$ cat config.mk
export PLATFORM = sky130hd
export DESIGN_NAME = mul_seq_ctrl_flat
export DESIGN_NICKNAME = d
export VERILOG_FILES = /design/src/rtl/alu_pkg.sv /design/src/rtl/mul_seq_ctrl_if.sv /design/src/rtl/mul_shift_add_dp.sv /design/src/rtl/mul_seq_ctrl.sv /design/src/flat_wrapper.sv
export SDC_FILE = /design/constraint.sdc
export NUM_CORES = 1
export LEC_CHECK = 0
export BUFFER_PORTS_ARGS = -buffer_cell sky130_fd_sc_hd__buf_2
export CORE_UTILIZATION = 40
export CTS_CLUSTER_DIAMETER = 100
export DETAILED_ROUTE_END_ITERATION = 8
export PLACE_DENSITY_LB_ADDON = 0.12
export SLEW_MARGIN = 5
export SYNTH_ARGS = -nofsm -noshare
export SYNTH_HDL_FRONTEND = slang
export SYNTH_SLANG_ARGS = --single-unit
export TNS_END_PERCENT = 20
$ cat constraint.sdc
create_clock -name clk_i -period 2.79 [get_ports clk_i]
set_input_delay 0.1395 -clock clk_i [delete_from_list [all_inputs] [get_ports clk_i]]
set_output_delay 0.1395 -clock clk_i [all_outputs]
set_load 0.02 [all_outputs]
$ cat src/rtl/alu_pkg.sv
// rtl/alu_pkg.sv - ALU control codes and multiply sequencer state type
package alu_pkg;

  localparam logic [3:0] ALU_AND = 4'b0000;
  localparam logic [3:0] ALU_OR  = 4'b0001;
  localparam logic [3:0] ALU_ADD = 4'b0010;
  localparam logic [3:0] ALU_SUB = 4'b0110;
  localparam logic [3:0] ALU_MUL = 4'b1010;

  typedef enum logic [1:0] {
    IDLE = 2'd0,
    RUN  = 2'd1,
    DONE = 2'd2
  } mul_state_t;

endpackage

$ cat src/rtl/mul_seq_ctrl_if.sv
// rtl/mul_seq_ctrl_if.sv - EX-stage request/response bundle for the multiply sequencer
interface mul_seq_ctrl_if #(
  parameter int WIDTH = 32
);
  logic             start_i;
  logic [3:0]       ALUCtrl_i;
  logic             flush_i;
  logic [WIDTH-1:0] data1_i;
  logic [WIDTH-1:0] data2_i;
  logic             stall_o;
  logic             done_o;
  logic [WIDTH-1:0] result_o;

  // EX stage side: issues requests, observes stall/done/result
  modport master (
    output start_i, ALUCtrl_i, flush_i, data1_i, data2_i,
    input  stall_o, done_o, result_o
  );

  // Sequencer side
  modport slave (
    input  start_i, ALUCtrl_i, flush_i, data1_i, data2_i,
    output stall_o, done_o, result_o
  );
endinterface

$ cat src/rtl/mul_shift_add_dp.sv
// rtl/mul_shift_add_dp.sv - radix-2 shift-add datapath with early-termination detect
module mul_shift_add_dp #(
  parameter int WIDTH = 32
) (
  input  logic             clk_i,
  input  logic             rst_i,
  input  logic             load_i,
  input  logic             step_i,
  input  logic [WIDTH-1:0] data1_i,
  input  logic [WIDTH-1:0] data2_i,
  output logic             last_step_o,
  output logic [WIDTH-1:0] acc_o
);

  localparam int CW = $clog2(WIDTH);

  logic [WIDTH-1:0] mcand_q, mcand_d;
  logic [WIDTH-1:0] mplier_q, mplier_d;
  logic [WIDTH-1:0] psum_q, psum_d;
  logic [WIDTH-1:0] acc_q, acc_d;
  logic [CW-1:0]    cnt_q, cnt_d;
  logic [WIDTH-1:0] psum_next;

  // The running partial sum lives in psum_q; acc_q is the architectural result
  // and is only written when an operation completes, so a flushed multiply
  // leaves the previous result visible.
  assign psum_next   = mplier_q[0] ? psum_q + mcand_q : psum_q;
  assign last_step_o = ((mplier_q >> 1) == '0) || (cnt_q == CW'(WIDTH - 1));
  assign acc_o       = acc_q;

  // Load on accept, shift/accumulate on each RUN step, commit on the last step
  always_comb begin
    mcand_d  = mcand_q;
    mplier_d = mplier_q;
    psum_d   = psum_q;
    acc_d    = acc_q;
    cnt_d    = cnt_q;
    if (load_i) begin
      mcand_d  = data1_i;
      mplier_d = data2_i;
      psum_d   = '0;
      cnt_d    = '0;
      if (data2_i == '0) begin
        acc_d = '0;
      end
    end else if (step_i) begin
      psum_d   = psum_next;
      mcand_d  = mcand_q << 1;
      mplier_d = mplier_q >> 1;
      cnt_d    = cnt_q + 1'b1;
      if (last_step_o) begin
        acc_d = psum_next;
      end
    end
  end

  // Datapath registers
  always_ff @(posedge clk_i or negedge rst_i) begin
    if (!rst_i) begin
      mcand_q  <= '0;
      mplier_q <= '0;
      psum_q   <= '0;
      acc_q    <= '0;
      cnt_q    <= '0;
    end else begin
      mcand_q  <= mcand_d;
      mplier_q <= mplier_d;
      psum_q   <= psum_d;
      acc_q    <= acc_d;
      cnt_q    <= cnt_d;
    end
  end

endmodule

$ cat src/rtl/mul_seq_ctrl.sv
// rtl/mul_seq_ctrl.sv - iterative MUL sequencer with pipeline stall and done pulse
module mul_seq_ctrl
  import alu_pkg::*;
#(
  parameter int WIDTH = 32
) (
  input  logic          clk_i,
  input  logic          rst_i,
  mul_seq_ctrl_if.slave bus
);

  mul_state_t state_q, state_d;
  logic       accept;
  logic       load;
  logic       step;
  logic       last_step;

  assign accept = (state_q == IDLE) && bus.start_i && (bus.ALUCtrl_i == ALU_MUL) && !bus.flush_i;

  // State register
  always_ff @(posedge clk_i or negedge rst_i) begin
    if (!rst_i) begin
      state_q <= IDLE;
    end else begin
      state_q <= state_d;
    end
  end

  // Next state and datapath controls; flush overrides every transition
  always_comb begin
    state_d     = state_q;
    load        = 1'b0;
    step        = 1'b0;
    bus.done_o  = 1'b0;
    bus.stall_o = accept || (state_q == RUN);
    case (state_q)
      IDLE: begin
        if (accept) begin
          load    = 1'b1;
          state_d = (bus.data2_i == '0) ? DONE : RUN;
        end
      end
      RUN: begin
        step = !bus.flush_i;
        if (last_step) begin
          state_d = DONE;
        end
      end
      DONE: begin
        bus.done_o = !bus.flush_i;
        state_d    = IDLE;
      end
      default: state_d = IDLE;
    endcase
    if (bus.flush_i) begin
      state_d = IDLE;
    end
  end

  mul_shift_add_dp #(.WIDTH(WIDTH)) u_dp (
    .clk_i       (clk_i),
    .rst_i       (rst_i),
    .load_i      (load),
    .step_i      (step),
    .data1_i     (bus.data1_i),
    .data2_i     (bus.data2_i),
    .last_step_o (last_step),
    .acc_o       (bus.result_o)
  );

endmodule

$ cat src/flat_wrapper.sv
// flat-port wrapper written by rule: the top's interface ports become plain ports
module mul_seq_ctrl_flat import alu_pkg::*;
#(
  parameter int WIDTH = 32
)
  (clk_i, rst_i, bus_start_i, bus_ALUCtrl_i, bus_flush_i, bus_data1_i, bus_data2_i, bus_stall_o, bus_done_o, bus_result_o);
  mul_seq_ctrl_if #(.WIDTH(WIDTH)) bus_i ();
  input  logic clk_i;
  input  logic rst_i;
  input wire logic [$bits(bus_i.start_i)-1:0] bus_start_i;
  input wire logic [$bits(bus_i.ALUCtrl_i)-1:0] bus_ALUCtrl_i;
  input wire logic [$bits(bus_i.flush_i)-1:0] bus_flush_i;
  input wire logic [$bits(bus_i.data1_i)-1:0] bus_data1_i;
  input wire logic [$bits(bus_i.data2_i)-1:0] bus_data2_i;
  output wire logic [$bits(bus_i.stall_o)-1:0] bus_stall_o;
  output wire logic [$bits(bus_i.done_o)-1:0] bus_done_o;
  output wire logic [$bits(bus_i.result_o)-1:0] bus_result_o;
  assign bus_i.start_i = bus_start_i;
  assign bus_i.ALUCtrl_i = bus_ALUCtrl_i;
  assign bus_i.flush_i = bus_flush_i;
  assign bus_i.data1_i = bus_data1_i;
  assign bus_i.data2_i = bus_data2_i;
  assign bus_stall_o = bus_i.stall_o;
  assign bus_done_o = bus_i.done_o;
  assign bus_result_o = bus_i.result_o;
  mul_seq_ctrl #(.WIDTH(WIDTH)) u_core (.clk_i(clk_i), .rst_i(rst_i), .bus(bus_i));
endmodule
==> reports/results.ini <==
[status]
outcome = completed

[synthesis]
synthArstFlopShare_pct = 100
ys.flop_type = dfrtp_1
synth_cells = 869
ys_seq_elements = 135
ys_seq_area_share_pct = 44.5
syn_area_sq_um = 7590
synth_edf_count = 0
synth_cell_types = 58
synth_fp_nets = 975
synth_warnings = 0
postSynthAreaPerCell_sq_um = 8.74

[timing]
max_slew_margin_pct = 39.3
fin_worst_skew_ps = 14.1
setup_viol_count_final = 0
tightest_slew_ps = 911
fin_crit_sh_pct = 96.8
rsz0062_at_grt = yes
maxSlewViolCount = 0
hold_viol = 0
fin_crit_ps = 2700
fmax_mhz = 370

[pwr]
comb_power_share_pct = 31.5
power_mw = 7.43
swShare_pct = 33.6
p_leak_nw = 4.82
power.share.sequential_pct = 36.8
clkPwrFrac_pct = 31.7
power_switching_mw = 2.50
p_per_area_nw_per_um2 = 732
vdd_drop_max_uv = 447
p_int_mw = 4.94

[layout]
final_cell_mix = nand2_1, dfrtp_1, buf_2, buf_4, nor2_1
antennaDiodeCount = 0
final_nets = 1167
syn2layout_area_growth_pct = 33.7
drive_gt1_share_pct = 24.9
utilization_pct = 54.5
final_area_sq_um = 10200
mostFrequentLayoutCell = nand2_1

[floorplan]
die_h_um = 140
initial_core_util_pct = 40.7
die_width_um = 140
num_rows = 50
core_sq_um = 18600
io_pins = 106
dieArea_sq_um = 19500

[route]
detail_route.first_pass.iterations = 5
drt_iter0_markers = 433
drt-total-wl_um = 21900
wire_per_inst_um = 16.8
via_per_inst = 5.42
post-route-drc-count = 0
ant_nets = 0
vias = 7087

[global_routing]
antenna_found_initial = 0
grt_pass1_wl_um = 35700
grt_usage_pct = 23.3
grt-ovfl-total = 0
grt_pass1_vias = 6889
grt_max_degree = 79

[cts]
clk-insertion-delay-late_ps = 430
cts_buffer_depth = 2
numCtsBuffers = 17
htree_num_levels = 4
cts_tree = yes
clock_sinks = 135
cts-root-buf = clkbuf_16
clk_pin_slew_worst_paths_ps = 70

[worst_setup_path]
arrival_ps = 3000
cp_max_fo = 6
critical_path_required_ps = 3090
end_kind = flip-flop
startpoint_type = flip-flop
path_class = reg -> reg

[placement]
gp_congestion = 0.871
dpl_cell_area_sq_um = 8780
dpl.hpwl_um = 14800
port-buffer-count = 105

[min_path]
hp-class = in -> reg

[run]
max-cap-violations = 0

[area by class of cell]
class                           count  area [sq um]
Sequential cell                   135          3380
Timing Repair Buffer              230          1610
Multi-Input combinational cell    665          4220
Clock inverter                     14           171
Tap cell                          234           293
Fill cell                        1717          8490
Inverter                           12          45.0
Clock buffer                       18           439
[Yosys cell counts, drive strengths merged (6+ instances only)]
library cell  number  area (sq um)
a22o               6          53.8
nand3             17          85.1
buf               15          81.3
o21bai             6          45.0
xnor2             20           175
xor2              11          96.3
nor4b              6          52.6
nand4             12          75.1
and2               6          37.5
nor2              55           206
clkbuf            42           158
nand2            213           800
dfrtp            135          3380
a21oi             58           294
mux2i             18           180
a22oi             37           278
a31oi             36           225
o31ai             13          97.6
a21o               8          60.1
o21ai             35           175
inv               12          45.0
ha                33           413
nor4              15          93.8
[metal layers]
metal | wire (um) | global-route usage (%) | vias up
li1 | - | - | 3490
met1 | 10400 | 31.4 | 3425
met3 | 713 | 4.44 | 25
met5 | 0 | 0 | -
met2 | 10400 | 37.6 | 147
met4 | 380 | 8.04 | 0
[worst max-delay path, stage by stage, from the launching register on]
cell      delay (ps)
dfrtp_1          410
ha_4             270
a21o_1           170
o41a_1           390
a22o_1           210
a311o_2          360
a311oi_2         300
xnor2_1          130
a222oi_1         280
inv_1             70
[kinds of logic (layout without fill, tap and decap cells)]
kind of cell,count (synthesis),in the layout,share of synthesized area (%)
muxes,20,20,2.67
and+or+nand+nor,351,351,20.2
adders and majority gates,34,34,5.70
AOI/OAI and AO/OA,229,229,19.7
xor gates and xnor gates,31,31,3.57
buffers and inverters,69,274,3.74
DFF,135,135,44.5
[metrics by stage]
stage / worst slack [ps] / hold WS (ps) / std cells / setup TNS, ps
3_3_place_gp: -81.9 / 228 / 1225 / -97.7
4_1_cts: -11.4 / 0.291 / 1303 / -11.4
6_report: 88.9 / 7.66 / 1308 / 0
3_5_place_dp: -98.6 / 228 / 1225 / -183
5_1_grt: -54.2 / 8.74 / 1308 / -82.3
2_1_floorplan: 6.01 / -156 / 869 / 0
[power groups by stage]
stage | Combinational [mW] | Sequential [mW] | Clock [mW]
global placement | 2.09 | 2.72 | 0
CTS | 2.21 | 2.70 | 2.39
finish | 2.34 | 2.73 | 2.35
detailed placement | 2.11 | 2.72 | 0
floorplan | 1.37 | 2.64 | 0
global route | 2.61 | 2.79 | 2.49
[repair_timing]
item | 4_1_cts | 5_1_grt
pin swaps | 4 | 18
gates cloned | 0 | 0
endpoints found under the setup margin | 5 | 17
endpoints found under the hold margin | 119 | 0
setup buffers | 1 | 5
hold buffers | 45 | 0
resized for setup | 10 | 38
[registers in the layout, summed over array words and instances, names as in the netlist]
signal,count
u_core.u_dp.acc_o,32
u_core.u_dp.mcand_q,32
u_core.u_dp.mplier_q,32
u_core.u_dp.psum_q,32
u_core.u_dp.cnt_q,5
u_core.state_q,2
[final timing paths]
| path | startpoint | endpoint | slack (ps) | depth (start not counted) |
|---|---|---|---|---|
| max in group asynchronous | rst_i | u_core.u_dp.psum_q[12] | 1730 | 3 |
| worst max register to register | u_core.u_dp.psum_q[18] | u_core.u_dp.acc_o[27] | 90 | 9 |
| worst min-delay path | bus_data2_i[10] | u_core.u_dp.mplier_q[10] | 8 | 3 |
| min in group asynchronous | rst_i | u_core.u_dp.mcand_q[22] | 320 | 2 |
| worst max-delay path | u_core.u_dp.psum_q[18] | u_core.u_dp.acc_o[27] | 90 | 9 |
| worst min register to register | u_core.u_dp.acc_o[15] | u_core.u_dp.acc_o[15] | 470 | 2 |
Note: power is estimated with default switching activity, not from simulation.
